<file path="src/rtl/wb_stage_if.sv">
// Write-back stage bus: MEM-stage slot inputs, mul/div result handshake and
// register-file write port, grouped so the stage drops in as one bundle.
interface wb_stage_if;
  logic        in_valid;
  logic        in_regwrite;
  logic [4:0]  in_rd;
  logic [1:0]  in_wb_sel;
  logic [31:0] in_alu_result;
  logic [31:0] in_pc_plus4;
  logic [31:0] in_mem_rdata;
  logic [2:0]  in_funct3;
  logic [1:0]  in_addr_lo;

  logic        md_valid;
  logic [4:0]  md_rd;
  logic [31:0] md_result;
  logic        md_ready;

  logic [4:0]  writereg;
  logic [31:0] writedata;
  logic        regwrite;

  modport master (
    output in_valid, in_regwrite, in_rd, in_wb_sel, in_alu_result,
           in_pc_plus4, in_mem_rdata, in_funct3, in_addr_lo,
           md_valid, md_rd, md_result,
    input  md_ready, writereg, writedata, regwrite
  );

  modport slave (
    input  in_valid, in_regwrite, in_rd, in_wb_sel, in_alu_result,
           in_pc_plus4, in_mem_rdata, in_funct3, in_addr_lo,
           md_valid, md_rd, md_result,
    output md_ready, writereg, writedata, regwrite
  );
endinterface

</file>
<file path="src/rtl/wb_stage.sv">
// Write-back stage: one registered slot, load extraction, and a single
// register-file write port shared between the pipeline and a mul/div unit.
module wb_stage #(
  parameter int unsigned CNT_W = 32
) (
  input  logic             clk,
  input  logic             rst,
  input  logic             stall,
  input  logic             flush,
  wb_stage_if.slave        bus,
  output logic             load_misaligned,
  output logic [CNT_W-1:0] retire_count
);

  logic             wb_valid_q;
  logic             wb_regwrite_q;
  logic [4:0]       wb_rd_q;
  logic [1:0]       wb_sel_q;
  logic [31:0]      wb_alu_q;
  logic [31:0]      wb_pc4_q;
  logic [31:0]      wb_rdata_q;
  logic [2:0]       wb_funct3_q;
  logic [1:0]       wb_addr_lo_q;
  logic [CNT_W-1:0] retire_q;

  logic [7:0]  ld_byte;
  logic [15:0] ld_half;
  logic [31:0] ld_data;
  logic [31:0] pipe_data;
  logic        pipe_wr;

  always_ff @(posedge clk) begin
    if (rst) begin
      wb_valid_q    <= 1'b0;
      wb_regwrite_q <= 1'b0;
      wb_rd_q       <= '0;
      wb_sel_q      <= '0;
      wb_alu_q      <= '0;
      wb_pc4_q      <= '0;
      wb_rdata_q    <= '0;
      wb_funct3_q   <= '0;
      wb_addr_lo_q  <= '0;
      retire_q      <= '0;
    end else if (!stall) begin
      // Retirement counts the instruction leaving the slot, so flush of the
      // incoming capture never cancels it.
      if (wb_valid_q) retire_q <= retire_q + CNT_W'(1);
      wb_valid_q    <= bus.in_valid & ~flush;
      wb_regwrite_q <= bus.in_regwrite;
      wb_rd_q       <= bus.in_rd;
      wb_sel_q      <= bus.in_wb_sel;
      wb_alu_q      <= bus.in_alu_result;
      wb_pc4_q      <= bus.in_pc_plus4;
      wb_rdata_q    <= bus.in_mem_rdata;
      wb_funct3_q   <= bus.in_funct3;
      wb_addr_lo_q  <= bus.in_addr_lo;
    end
  end

  always_comb begin
    ld_byte = wb_rdata_q[7:0];
    case (wb_addr_lo_q)
      2'd1:    ld_byte = wb_rdata_q[15:8];
      2'd2:    ld_byte = wb_rdata_q[23:16];
      2'd3:    ld_byte = wb_rdata_q[31:24];
      default: ld_byte = wb_rdata_q[7:0];
    endcase
    ld_half = wb_addr_lo_q[1] ? wb_rdata_q[31:16] : wb_rdata_q[15:0];

    case (wb_funct3_q)
      3'b000:  ld_data = {{24{ld_byte[7]}}, ld_byte};
      3'b100:  ld_data = {24'h0, ld_byte};
      3'b001:  ld_data = {{16{ld_half[15]}}, ld_half};
      3'b101:  ld_data = {16'h0, ld_half};
      default: ld_data = wb_rdata_q;
    endcase

    case (wb_sel_q)
      2'b01:   pipe_data = ld_data;
      2'b10:   pipe_data = wb_pc4_q;
      default: pipe_data = wb_alu_q;
    endcase
  end

  assign pipe_wr = wb_valid_q & wb_regwrite_q & (wb_rd_q != 5'd0);

  // Pipeline owns the write port when it writes; otherwise mul/div gets it,
  // and a result aimed at x0 is accepted but produces no write.
  always_comb begin
    bus.md_ready  = 1'b0;
    bus.writereg  = '0;
    bus.writedata = '0;
    bus.regwrite  = 1'b0;
    if (pipe_wr) begin
      bus.writereg  = wb_rd_q;
      bus.writedata = pipe_data;
      bus.regwrite  = 1'b1;
    end else begin
      bus.md_ready = 1'b1;
      if (bus.md_valid && (bus.md_rd != 5'd0)) begin
        bus.writereg  = bus.md_rd;
        bus.writedata = bus.md_result;
        bus.regwrite  = 1'b1;
      end
    end
  end

  assign load_misaligned = wb_valid_q & (wb_sel_q == 2'b01) &
                           (((wb_funct3_q[1:0] == 2'b01) & wb_addr_lo_q[0]) |
                            ((wb_funct3_q == 3'b010) & (wb_addr_lo_q != 2'b00)));

  assign retire_count = retire_q;

endmodule

</file>
<file path="src/flat_wrapper.sv">
// flat-port wrapper written by rule: the top's interface ports become plain ports
module wb_stage_flat 
#(
  parameter int unsigned CNT_W = 32
)
  (clk, rst, stall, flush, load_misaligned, retire_count, bus_in_valid, bus_in_regwrite, bus_in_rd, bus_in_wb_sel, bus_in_alu_result, bus_in_pc_plus4, bus_in_mem_rdata, bus_in_funct3, bus_in_addr_lo, bus_md_valid, bus_md_rd, bus_md_result, bus_md_ready, bus_writereg, bus_writedata, bus_regwrite);
  wb_stage_if bus_i ();
  input  logic clk;
  input  logic rst;
  input  logic stall;
  input  logic flush;
  output logic load_misaligned;
  output logic [CNT_W-1:0] retire_count;
  input wire logic [$bits(bus_i.in_valid)-1:0] bus_in_valid;
  input wire logic [$bits(bus_i.in_regwrite)-1:0] bus_in_regwrite;
  input wire logic [$bits(bus_i.in_rd)-1:0] bus_in_rd;
  input wire logic [$bits(bus_i.in_wb_sel)-1:0] bus_in_wb_sel;
  input wire logic [$bits(bus_i.in_alu_result)-1:0] bus_in_alu_result;
  input wire logic [$bits(bus_i.in_pc_plus4)-1:0] bus_in_pc_plus4;
  input wire logic [$bits(bus_i.in_mem_rdata)-1:0] bus_in_mem_rdata;
  input wire logic [$bits(bus_i.in_funct3)-1:0] bus_in_funct3;
  input wire logic [$bits(bus_i.in_addr_lo)-1:0] bus_in_addr_lo;
  input wire logic [$bits(bus_i.md_valid)-1:0] bus_md_valid;
  input wire logic [$bits(bus_i.md_rd)-1:0] bus_md_rd;
  input wire logic [$bits(bus_i.md_result)-1:0] bus_md_result;
  output wire logic [$bits(bus_i.md_ready)-1:0] bus_md_ready;
  output wire logic [$bits(bus_i.writereg)-1:0] bus_writereg;
  output wire logic [$bits(bus_i.writedata)-1:0] bus_writedata;
  output wire logic [$bits(bus_i.regwrite)-1:0] bus_regwrite;
  assign bus_i.in_valid = bus_in_valid;
  assign bus_i.in_regwrite = bus_in_regwrite;
  assign bus_i.in_rd = bus_in_rd;
  assign bus_i.in_wb_sel = bus_in_wb_sel;
  assign bus_i.in_alu_result = bus_in_alu_result;
  assign bus_i.in_pc_plus4 = bus_in_pc_plus4;
  assign bus_i.in_mem_rdata = bus_in_mem_rdata;
  assign bus_i.in_funct3 = bus_in_funct3;
  assign bus_i.in_addr_lo = bus_in_addr_lo;
  assign bus_i.md_valid = bus_md_valid;
  assign bus_i.md_rd = bus_md_rd;
  assign bus_i.md_result = bus_md_result;
  assign bus_md_ready = bus_i.md_ready;
  assign bus_writereg = bus_i.writereg;
  assign bus_writedata = bus_i.writedata;
  assign bus_regwrite = bus_i.regwrite;
  wb_stage #(.CNT_W(CNT_W)) u_core (.clk(clk), .rst(rst), .stall(stall), .flush(flush), .bus(bus_i), .load_misaligned(load_misaligned), .retire_count(retire_count));
endmodule
</file>
<file path="config.mk">
export PLATFORM = sky130hd
export DESIGN_NAME = wb_stage_flat
export DESIGN_NICKNAME = d
export VERILOG_FILES = /design/src/rtl/wb_stage_if.sv /design/src/rtl/wb_stage.sv /design/src/flat_wrapper.sv
export SDC_FILE = /design/constraint.sdc
export NUM_CORES = 1
export LEC_CHECK = 0
export CORE_ASPECT_RATIO = 1.2
export CORE_MARGIN = 4
export CORE_UTILIZATION = 50
export CTS_CLUSTER_DIAMETER = 120
export DETAILED_ROUTE_END_ITERATION = 6
export PLACE_DENSITY_LB_ADDON = 0.25
export SYNTH_ARGS = -nofsm -noshare
export SYNTH_HDL_FRONTEND = slang
export SYNTH_SLANG_ARGS = --single-unit
</file>
<file path="constraint.sdc">
create_clock -name clk -period 5.4 [get_ports clk]
set_clock_uncertainty 0.05 [all_clocks]
set_input_delay 0.54 -clock clk [delete_from_list [all_inputs] [get_ports clk]]
set_output_delay 0.54 -clock clk [all_outputs]
set_load 0.05 [all_outputs]
</file>
==> run summary, run 1 <==
• most numerous cell in the Yosys netlist: sky130_fd_sc_hd__nor2_1
• clock root buffer: sky130_fd_sc_hd__clkbuf_16
• dpl cells: 1,139
• Final nets: 1,142
• antenna violations before repair: 1
• Hold WS: 0.444 ns
• Hold Path Sink: u_core.wb_alu_q[16]$_SDFFE_PP0N_
• CP Launch Type: flip-flop
• vertical extent of the die: 138 µm
• maximum number of pins on one net before global-route repair: 91
• Reg-to-Reg Start: u_core.wb_valid_q$_SDFFE_PP0N_
• count of hold buffers inserted by post-cts repair: 0
• net count after synthesis: 958
• 1st-iter DRT viols: 407
• worst hold path class: flip-flop to flip-flop
• number of placement rows: 47
• vias after detailed routing: 6,461
• Synth top area share: 0.406
• number of buffers inserted by post-CTS setup repair: 0
• launch point of the worst hold path: u_core.wb_alu_q[16]$_SDFFE_PP0N_
• number of remaining DRC errors: 0
• count of pins on the block boundary: 224
• power density relative to cell area: 287 nW/µm²
• number of synthesis warnings: 0
• Port Buffer Count: 223
• Final Critical Period: 4.31 ns
• CP Max Fanout: 34
• Reg2Reg Setup Slack: 3.27 ns
• Global Route Usage Sum: 0.257
• leading area contributor after synthesis: sky130_fd_sc_hd__dfxtp_1
• number of non-filler instances in the completed layout: 1,170
• post-route setup TNS: 0 ns
• CTS tree: done
• async set or reset register ratio after synthesis: 0
• Overall Power: 0.00282 W
• top post-synthesis cells by area: sky130_fd_sc_hd__dfxtp_1 41%, sky130_fd_sc_hd__mux2i_1 16%, sky130_fd_sc_hd__nor2_1 7.9%
• total setup violations reported at the end of the flow: 0
• detailed-route wire length: 20,900 µm
• maximum buffer depth of the clock tree: 2
• worst-case headroom to the max-slew limit: 0.381
• Die Width: 116 µm
• number of clock sinks: 142
• DPL Wire Length: 14,700 µm
• total of max-cap violations: 0
• area growth from synthesis to layout: 40.5%
• Worst Max-Slew Pin Slew: 0.922 ns
• Max Clk Rate: 0.232 GHz
• # diodes: 0
• sequential-to-total area share from yosys stat: 0.406
• FF+latch count, synth: 142
• Static Leakage: 3.91 nW
• Post-DRT Antenna Nets: 0
• nature of the critical path endpoint: output pin
• Most used DFF post-synth: sky130_fd_sc_hd__dfxtp_1
• R2R depth: 5
• total count of max-transition violations in the final report: 0
• worst voltage drop across the vdd grid: 0.212 mV
• synthesized area divided by synthesized cell count: 8.71 µm²
• routed length per placed instance: 17.9 µm
• CTS-repair resized insts: 0
• wire length of the first global-routing pass: 32,000 µm
• GRT Residual Overflow: 0
• number of H-tree branching levels: 4
• Via density: 5.52
• arrival time at the worst endpoint: 3.72 ns
• Gate Count Post-Synth: 803
• routability congestion estimate: 0.858
• Worst Hold Path Cells: 2
• number of enable flip-flop cells after synthesis: 0
• Die ar.: 16,000 µm²
• cell area after technology mapping: 7000 µm²
• number of buffers created by CTS: 17
• CP Class: flip-flop to output pin
• worst flop-to-flop path endpoint: u_core.retire_count[28]$_SDFFE_PP0P_
• outcome: finished, final reports clean
• fraction of final layout cells sized beyond drive strength 1: 0.0571
• portion of the clock cycle consumed by the worst path in the final layout: 0.798
• clock latency at the later pin of the worst-skew pair: 0.42 ns
• required time worst endpoint: 4.81 ns
• initial cell density of the core: 0.508
• count of TritonRoute iterations in the first routing pass: 5
• area of the core: 13,800 µm²
• total count of hold-check failures in the final report: 0
• setup repair after global routing missed its margin: no
• commonest cells in the netlist: 147 x sky130_fd_sc_hd__nor2_1, 142 x sky130_fd_sc_hd__dfxtp_1, 112 x sky130_fd_sc_hd__mux2i_1
• vias in the first global route: 6,200
• clock-pin transition on the worst setup and hold timing paths: 0.06 ns
• number of unique standard cell types used by synthesis: 47
## critical path, cell delays in order, from the launching register on
cell,delay (ns)
sky130_fd_sc_hd__dfxtp_1,0.35
sky130_fd_sc_hd__inv_1,0.05
sky130_fd_sc_hd__ha_1,0.28
sky130_fd_sc_hd__buf_4,0.24
sky130_fd_sc_hd__inv_1,0.52
sky130_fd_sc_hd__buf_4,0.35
sky130_fd_sc_hd__o221ai_1,0.17
sky130_fd_sc_hd__a21oi_1,0.17
sky130_fd_sc_hd__o31ai_1,0.08
sky130_fd_sc_hd__a31oi_1,0.20
sky130_fd_sc_hd__clkdlybuf4s50_1,0.85
## sequential cells by signal, indices dropped and copies added (netlist names)
name	flops
u_core.retire_count	32
u_core.wb_alu_q	32
u_core.wb_pc4_q	32
u_core.wb_rdata_q	32
u_core.wb_rd_q	5
u_core.wb_funct3_q	3
u_core.wb_addr_lo_q	2
u_core.wb_sel_q	2
u_core.wb_regwrite_q	1
u_core.wb_valid_q	1
## logic make-up (layout without fill, tap and decap cells)
| logic type | count (synthesis) | count (layout) | share of synthesized area |
|---|---|---|---|
| simple gates | 287 | 287 | 0.196 |
| compound gates | 146 | 146 | 0.135 |
| flops | 142 | 142 | 0.406 |
| mux | 120 | 120 | 0.173 |
| buf+inv | 76 | 272 | 0.0479 |
| xor+xnor | 29 | 29 | 0.0363 |
| fa+ha+maj | 3 | 3 | 0.00537 |
## cells in the final DEF (no fill, tap or decap), types with 2 or more instances in the layout
cell type | Yosys | final
sky130_fd_sc_hd__clkdlybuf4s50_1 | 0 | 221
sky130_fd_sc_hd__nor2_1 | 147 | 147
sky130_fd_sc_hd__dfxtp_1 | 142 | 142
sky130_fd_sc_hd__mux2i_1 | 112 | 112
sky130_fd_sc_hd__o21ai_0 | 53 | 53
sky130_fd_sc_hd__nand2_1 | 43 | 43
sky130_fd_sc_hd__a21oi_1 | 30 | 29
sky130_fd_sc_hd__xnor2_1 | 19 | 19
sky130_fd_sc_hd__nand2b_1 | 18 | 18
sky130_fd_sc_hd__clkbuf_16 | 0 | 17
sky130_fd_sc_hd__a221oi_1 | 16 | 16
sky130_fd_sc_hd__nand3_1 | 16 | 16
sky130_fd_sc_hd__inv_1 | 12 | 12
sky130_fd_sc_hd__and3_1 | 11 | 11
sky130_fd_sc_hd__xor2_1 | 10 | 10
sky130_fd_sc_hd__nor3_1 | 9 | 9
sky130_fd_sc_hd__nor4_1 | 9 | 9
sky130_fd_sc_hd__o221ai_1 | 9 | 9
sky130_fd_sc_hd__a32o_1 | 9 | 9
sky130_fd_sc_hd__mux2_2 | 8 | 8
sky130_fd_sc_hd__a31oi_1 | 8 | 8
sky130_fd_sc_hd__nand3b_1 | 8 | 8
sky130_fd_sc_hd__a2bb2oi_1 | 7 | 7
sky130_fd_sc_hd__a21o_1 | 7 | 7
sky130_fd_sc_hd__nand4_1 | 7 | 7
sky130_fd_sc_hd__buf_4 | 0 | 7
sky130_fd_sc_hd__clkinv_2 | 0 | 5
sky130_fd_sc_hd__bufinv_16 | 0 | 4
sky130_fd_sc_hd__or2_2 | 3 | 3
sky130_fd_sc_hd__ha_1 | 3 | 3
sky130_fd_sc_hd__clkinvlp_4 | 0 | 3
sky130_fd_sc_hd__or4_1 | 2 | 2
sky130_fd_sc_hd__o31ai_1 | 2 | 2
sky130_fd_sc_hd__and4_1 | 2 | 2
sky130_fd_sc_hd__nor4_4 | 2 | 2
sky130_fd_sc_hd__and2_1 | 2 | 2
sky130_fd_sc_hd__or3_1 | 2 | 2
sky130_fd_sc_hd__clkbuf_8 | 0 | 2
## where the power goes
group / switching [W] / internal, W / total [W]
combinational: 0.000229 / 0.000220 / 0.000449
clock: 0.000438 / 0.000789 / 0.00123
sequential: 0.0000425 / 0.00110 / 0.00114
total: 0.000710 / 0.00211 / 0.00282
## cell type report
class | instances | area, µm²
Timing Repair Buffer | 229 | 2280
Clock buffer | 19 | 453
Inverter | 12 | 45.0
Clock inverter | 12 | 168
Tap cell | 171 | 214
Sequential cell | 142 | 2840
Multi-Input combinational cell | 585 | 3830
Fill cell | 1088 | 3930
## per-layer routing
| layer | track usage | routed length, µm | vias to the layer above |
|---|---|---|---|
| li1 | - | - | 3187 |
| met1 | 0.310 | 8290 | 2983 |
| met2 | 0.426 | 10300 | 244 |
| met3 | 0.0743 | 1760 | 45 |
| met4 | 0.110 | 600 | 2 |
| met5 | 0 | 13 | - |
## metrics by stage
stage	setup WS [ns]	cell area, µm²	util
after global routing	0.811	9830	0.714
after global placement	1.61	9210	0.669
after detailed placement	1.53	9210	0.669
final	1.09	9830	0.714
after CTS	1.07	9830	0.714
after floorplan	2.23	7000	-
## how the worst max path moves through the flow
stage / start / end / cells past startpoint
after floorplan: u_core.wb_sel_q[0]$_SDFFE_PP0N_ / bus_writedata[29] / 7
after global placement: u_core.wb_sel_q[0]$_SDFFE_PP0N_ / bus_writedata[7] / 10
after detailed placement: u_core.wb_sel_q[0]$_SDFFE_PP0N_ / bus_writedata[7] / 10
after CTS: u_core.wb_sel_q[0]$_SDFFE_PP0N_ / bus_writedata[7] / 10
after global routing: u_core.wb_sel_q[0]$_SDFFE_PP0N_ / bus_writedata[7] / 10
final: u_core.wb_sel_q[0]$_SDFFE_PP0N_ / bus_writedata[7] / 10
Power figures use the tool's default switching activity.
==> inputs of run 2 (changes only) <==
Settings changed: CORE_UTILIZATION 50 to 47.
Clock period 5.4 ns to 4.2 ns, I/O delays scaled along.
==> run 2 against run 1 <==
  * Combinational power rose by 30%
  * Count of clock-buffer cells in the layout is 3 higher
  * Global-route usage decreased by 0.86 points
  * Via count rose by 0.50%
  * Clock power rose by 47%
  * Non-clock buffer count up 4
  * Critical path depth down 4
  * Power up 37%
  * Hold slack worse by 0.0040 ns
  * Final cell count rose by 2.9%
  * Worst setup slack lost 0.39 ns
  * Critical path type is now input port to output pin
  * Flip-flop and latch count is the same
==> run summary, run 2 (synthesis gave the netlist of run 1 again) <==
• Reg area: 2840 µm²
• total count of max-transition violations in the final report: 0
• CP Class: input port to output pin
• total count of hold-check failures in the final report: 0
• R2R depth: 5
• Final Critical Period: 3.50 ns
• area of the core: 14,500 µm²
• Worst Max-Slew Pin Slew: 0.857 ns
• nature of the critical path endpoint: output pin
• fraction of final layout cells sized beyond drive strength 1: 0.0926
• CP Max Fanout: 26
• setup repair after global routing missed its margin: no
• portion of the clock cycle consumed by the worst path in the final layout: 0.832
• Cell Area, Placed: 9220 µm²
• count of hold buffers inserted by post-cts repair: 0
• routed length per placed instance: 17.7 µm
• clock root buffer: sky130_fd_sc_hd__clkbuf_16
• area growth from synthesis to layout: 42.0%
• Final nets: 1,146
• initial cell density of the core: 0.483
• number of placement rows: 48
• number of remaining DRC errors: 0
• post-route setup TNS: 0 ns
• number of H-tree branching levels: 4
• antenna violations before repair: 1
• Die Width: 119 µm
• total setup violations reported at the end of the flow: 0
• number of buffers inserted by post-CTS setup repair: 0
• worst hold path class: flip-flop to flip-flop
• worst-case headroom to the max-slew limit: 0.429
• clock latency at the later pin of the worst-skew pair: 0.42 ns
• number of buffers created by CTS: 17
• Global Route Usage Sum: 0.249
• clock-pin transition on the worst setup and hold timing paths: 0.05 ns
• arrival time at the worst endpoint: 3.03 ns
• filler cell count: 1,171
• Static Leakage: 4.03 nW
• Reg2Reg Setup Slack: 2.09 ns
• Port Buffer Count: 223
• CTS-repair resized insts: 0
• commonest non-fill, non-tap cell in the layout: sky130_fd_sc_hd__clkdlybuf4s50_1
• routability congestion estimate: 0.850
• Via density: 5.39
• vias after detailed routing: 6,493
• Reg-to-Reg Start: u_core.wb_valid_q$_SDFFE_PP0N_
• total of max-cap violations: 0
• required time worst endpoint: 3.73 ns
• CP Launch Type: input port
• Final Instance Area: 9930 µm²
• CTS tree: done
• worst voltage drop across the vdd grid: 0.218 mV
• Max Clk Rate: 0.286 GHz
• outcome: finished, final reports clean
• vias in the first global route: 6,328
• number of clock sinks: 142
• timing startpoint of the critical path: bus_md_rd[2]
• DPL Wire Length: 15,000 µm
• area of the multi-input gates: 3830 µm²
• Worst Setup EP: bus_writereg[3]
• worst flop-to-flop path endpoint: u_core.retire_count[30]$_SDFFE_PP0P_
• vertical extent of the die: 142 µm
• most frequent cells in the layout: 189 x sky130_fd_sc_hd__clkdlybuf4s50_1, 147 x sky130_fd_sc_hd__nor2_1, 142 x sky130_fd_sc_hd__dfxtp_1
• Post-DRT Antenna Nets: 0
• Die ar.: 16,900 µm²
• maximum buffer depth of the clock tree: 2
• detailed-route wire length: 21,400 µm
• GRT Residual Overflow: 0
• wire length of the first global-routing pass: 33,400 µm
• count of pins on the block boundary: 224
• count of TritonRoute iterations in the first routing pass: 5
• 1st-iter DRT viols: 526
• # diodes: 0
• power density relative to cell area: 389 nW/µm²
• maximum number of pins on one net before global-route repair: 72
run 2: cell types whose count changed in the layout (fill, tap and decap cells not counted), sizes merged:
| cell | change |
|---|---|
| buf | +36 |
| bufinv | +3 |
| clkbuf | +3 |
| clkdlybuf4s50 | -32 |
| clkinv | -4 |
| clkinvlp | -1 |
run 2: worst min-delay path by stage:
stage                                                   to  depth (start not counted)                              from
after detailed placement  u_core.wb_alu_q[19]$_SDFFE_PP0N_                          2  u_core.wb_alu_q[19]$_SDFFE_PP0N_
final                      u_core.wb_pc4_q[3]$_SDFFE_PP0N_                          2   u_core.wb_pc4_q[3]$_SDFFE_PP0N_
after floorplan            u_core.wb_pc4_q[0]$_SDFFE_PP0N_                          2   u_core.wb_pc4_q[0]$_SDFFE_PP0N_
after global routing      u_core.wb_alu_q[19]$_SDFFE_PP0N_                          2  u_core.wb_alu_q[19]$_SDFFE_PP0N_
after CTS                 u_core.wb_alu_q[19]$_SDFFE_PP0N_                          2  u_core.wb_alu_q[19]$_SDFFE_PP0N_
after global placement     u_core.wb_pc4_q[4]$_SDFFE_PP0N_                          2   u_core.wb_pc4_q[4]$_SDFFE_PP0N_
run 2: where the power goes:
group | internal, W | switching [W] | total, W
Sequential | 0.00141 | 0.0000494 | 0.00146
Combinational | 0.000282 | 0.000302 | 0.000585
Clock | 0.00124 | 0.000577 | 0.00181
run 2: per-layer routing:
metal | GRT usage | routed length (µm) | vias up
li1 | - | - | 3199
met1 | 0.306 | 8980 | 3053
met2 | 0.409 | 10400 | 204
met3 | 0.0809 | 1510 | 35
met4 | 0.0887 | 512 | 2
met5 | 0 | 12 | -
run 2: layout make-up:
type	count	area share
multi-input cells	585	0.385
inverters	12	0.00454
clock buffers	22	0.0488
well taps	200	0.0252
repair buffers	233	0.227
clock inverters	10	0.0232
flip-flops and latches	142	0.286
run 2: stage by stage:
stage	util	total power [W]	std cells	hold slack (ns)	setup slack, ns
3_5_place_dp	0.637	0.00207	1172	0.429	0.690
4_1_cts	0.686	0.00388	1204	0.444	0.692
3_3_place_gp	0.637	0.00206	1172	0.417	0.733
2_1_floorplan	-	0.00181	803	0.405	1.15
5_1_grt	0.686	0.00399	1204	0.460	0.534
6_report	0.686	0.00386	1204	0.440	0.704
run 2: worst max-delay path, stage by stage:
cell	delay (ns)
sky130_fd_sc_hd__clkdlybuf4s50_1	0.48
sky130_fd_sc_hd__or4_1	0.11
sky130_fd_sc_hd__o21a_1	0.34
sky130_fd_sc_hd__nor2b_4	0.65
sky130_fd_sc_hd__a32o_1	0.21
sky130_fd_sc_hd__clkdlybuf4s50_1	0.81
==> inputs of run 3 (changes only) <==
Clock period 4.2 ns to 3.4 ns, I/O delays scaled along.
==> run 3 against run 2 <==
  * Worst setup slack worse by 0.45 ns
  * Die area unchanged
  * Power up 11%
  * Non-clock buffer count up 3
  * Combinational power up 25%
  * Largest power group is now registers
==> run summary, run 3 (synthesis gave the netlist of run 1 again) <==
• CTS tree: done
• portion of the clock cycle consumed by the worst path in the final layout: 0.926
• Port Buffer Count: 223
• Final nets: 1,149
• number of H-tree branching levels: 4
• total of max-cap violations: 0
• count of pins on the block boundary: 224
• total count of max-transition violations in the final report: 0
• filler cell count: 1,258
• Global Route Usage Sum: 0.249
• Worst Max-Slew Pin Slew: 0.914 ns
• count of TritonRoute iterations in the first routing pass: 5
• setup repair after global routing missed its margin: no
• maximum buffer depth of the clock tree: 2
• clock-pin transition on the worst setup and hold timing paths: 0.06 ns
• post-route setup TNS: 0 ns
• worst hold path class: input port to flip-flop
• Critical Path Most Common Cell: sky130_fd_sc_hd__nand2_1
• vias after detailed routing: 6,498
• Static Leakage: 3.99 nW
• internal power contribution: 0.00316 W
• routability congestion estimate: 0.863
• switching portion of total power: 0.262
• nature of the critical path endpoint: output pin
• Die ar.: 16,900 µm²
• number of placement rows: 48
• vias in the first global route: 6,316
• most frequent cells in the layout: 186 x sky130_fd_sc_hd__clkdlybuf4s50_1, 147 x sky130_fd_sc_hd__nor2_1, 142 x sky130_fd_sc_hd__dfxtp_1
• initial cell density of the core: 0.483
• CP Class: flip-flop to output pin
• power density relative to cell area: 434 nW/µm²
• vertical extent of the die: 142 µm
• CP Max Fanout: 20
• total setup violations reported at the end of the flow: 0
• GRT Residual Overflow: 0
• number of remaining DRC errors: 0
• clock root buffer: sky130_fd_sc_hd__clkbuf_16
• share of total power in combinational logic: 0.171
• required time worst endpoint: 3.01 ns
• 1st-iter DRT viols: 431
• detailed-route wire length: 21,300 µm
• routed length per placed instance: 17.6 µm
• area of the multi-input gates: 3830 µm²
• Worst path slowest cell: sky130_fd_sc_hd__clkdlybuf4s50_1
• number of clock sinks: 142
• arrival time at the worst endpoint: 2.76 ns
• Final Critical Period: 3.15 ns
• antenna violations before repair: 1
• Max Clk Rate: 0.318 GHz
• DPL Wire Length: 15,200 µm
• outcome: finished, final reports clean
• number of buffers and inverters on the critical path: 1
• sequential fraction of design power: 0.421
• Sw Pwr: 0.00112 W
• worst-case headroom to the max-slew limit: 0.391
• Die Width: 119 µm
• maximum number of pins on one net before global-route repair: 78
• Post-DRT Antenna Nets: 0
• list of cells traversed by the critical path: nand2_1, a21oi_4, nand2_1, o21ai_0, clkdlybuf4s50_1
• Via density: 5.38
• worst voltage drop across the vdd grid: 0.274 mV
• Slowest Stage Delay on Critical Path: 0.83 ns
• power share of the clock group: 0.408
• total count of hold-check failures in the final report: 0
• Reg area: 2840 µm²
• area of the core: 14,500 µm²
• fraction of final layout cells sized beyond drive strength 1: 0.0983
• Hold WS: 0.435 ns
• wire length of the first global-routing pass: 33,600 µm
• clock latency at the later pin of the worst-skew pair: 0.41 ns
• commonest non-fill, non-tap cell in the layout: sky130_fd_sc_hd__clkdlybuf4s50_1
• CP Launch Type: flip-flop
• area growth from synthesis to layout: 40.8%
• number of buffers created by CTS: 17
• cell family with the largest share of critical-path delay: buffers and inverters
==> run 3: worst reg2reg max path, delay by kind of cell (launching register included) <==
kind             cells  cell delay, ns
XOR/XNOR             1            0.18
AND/OR/NAND/NOR      4            1.18
flip-flops           1            0.61
==> run 3: layout make-up <==
class	instances	share of cell area
multi-input combinational	585	0.389
clock buffer	22	0.0481
antenna	1	0.000254
clock inverter	10	0.00902
inverter	12	0.00457
timing repair buffer	236	0.235
tap	200	0.0254
sequential	142	0.289
==> run 3: repair_timing <==
action,4_1_cts,5_1_grt
endpoints found under the setup margin,0,7
gates resized for setup,0,1
hold buffers,0,0
buffers inserted,0,0
==> run 3: power by group through the flow <==
stage	Clock [W]	Combinational (W)	Sequential, W
2_1_floorplan	0	0.000424	0.00181
3_3_place_gp	0	0.000723	0.00183
3_5_place_dp	0	0.000730	0.00184
4_1_cts	0.00178	0.000734	0.00180
5_1_grt	0.00185	0.000789	0.00181
6_report	0.00175	0.000731	0.00180
==> run 3: routing by layer <==
| layer | wire [µm] | share of wire | global-route usage |
|---|---|---|---|
| met1 | 8960 | 0.42 | 0.302 |
| met2 | 10500 | 0.49 | 0.427 |
| met3 | 1400 | 0.066 | 0.0718 |
| met4 | 427 | 0.020 | 0.0802 |
| met5 | 0 | 0 | 0 |
==> run 3: through the flow <==
stage	setup slack [ns]	power, W	cells	utilization	cell area (µm²)
finish	0.252	0.00428	1208	0.681	9850
CTS	0.148	0.00431	1207	0.680	9850
floorplan	0.433	0.00224	803	-	7000
detailed placement	0.583	0.00257	1175	0.641	9280
global placement	0.575	0.00256	1175	0.641	9280
global route	0.104	0.00445	1208	0.681	9850
==> run 3: worst paths after layout <==
kind / startpoint / slack, ns / to / depth (start not counted)
worst min-delay path: rst / 0.43 / u_core.wb_sel_q[1]$_SDFFE_PP0N_ / 2
worst max register to register: u_core.wb_valid_q$_SDFFE_PP0N_ / 1.25 / u_core.retire_count[28]$_SDFFE_PP0P_ / 5
worst max-delay path: u_core.wb_valid_q$_SDFFE_PP0N_ / 0.25 / bus_writereg[1] / 5
worst min register to register: u_core.wb_pc4_q[4]$_SDFFE_PP0N_ / 0.44 / u_core.wb_pc4_q[4]$_SDFFE_PP0N_ / 2
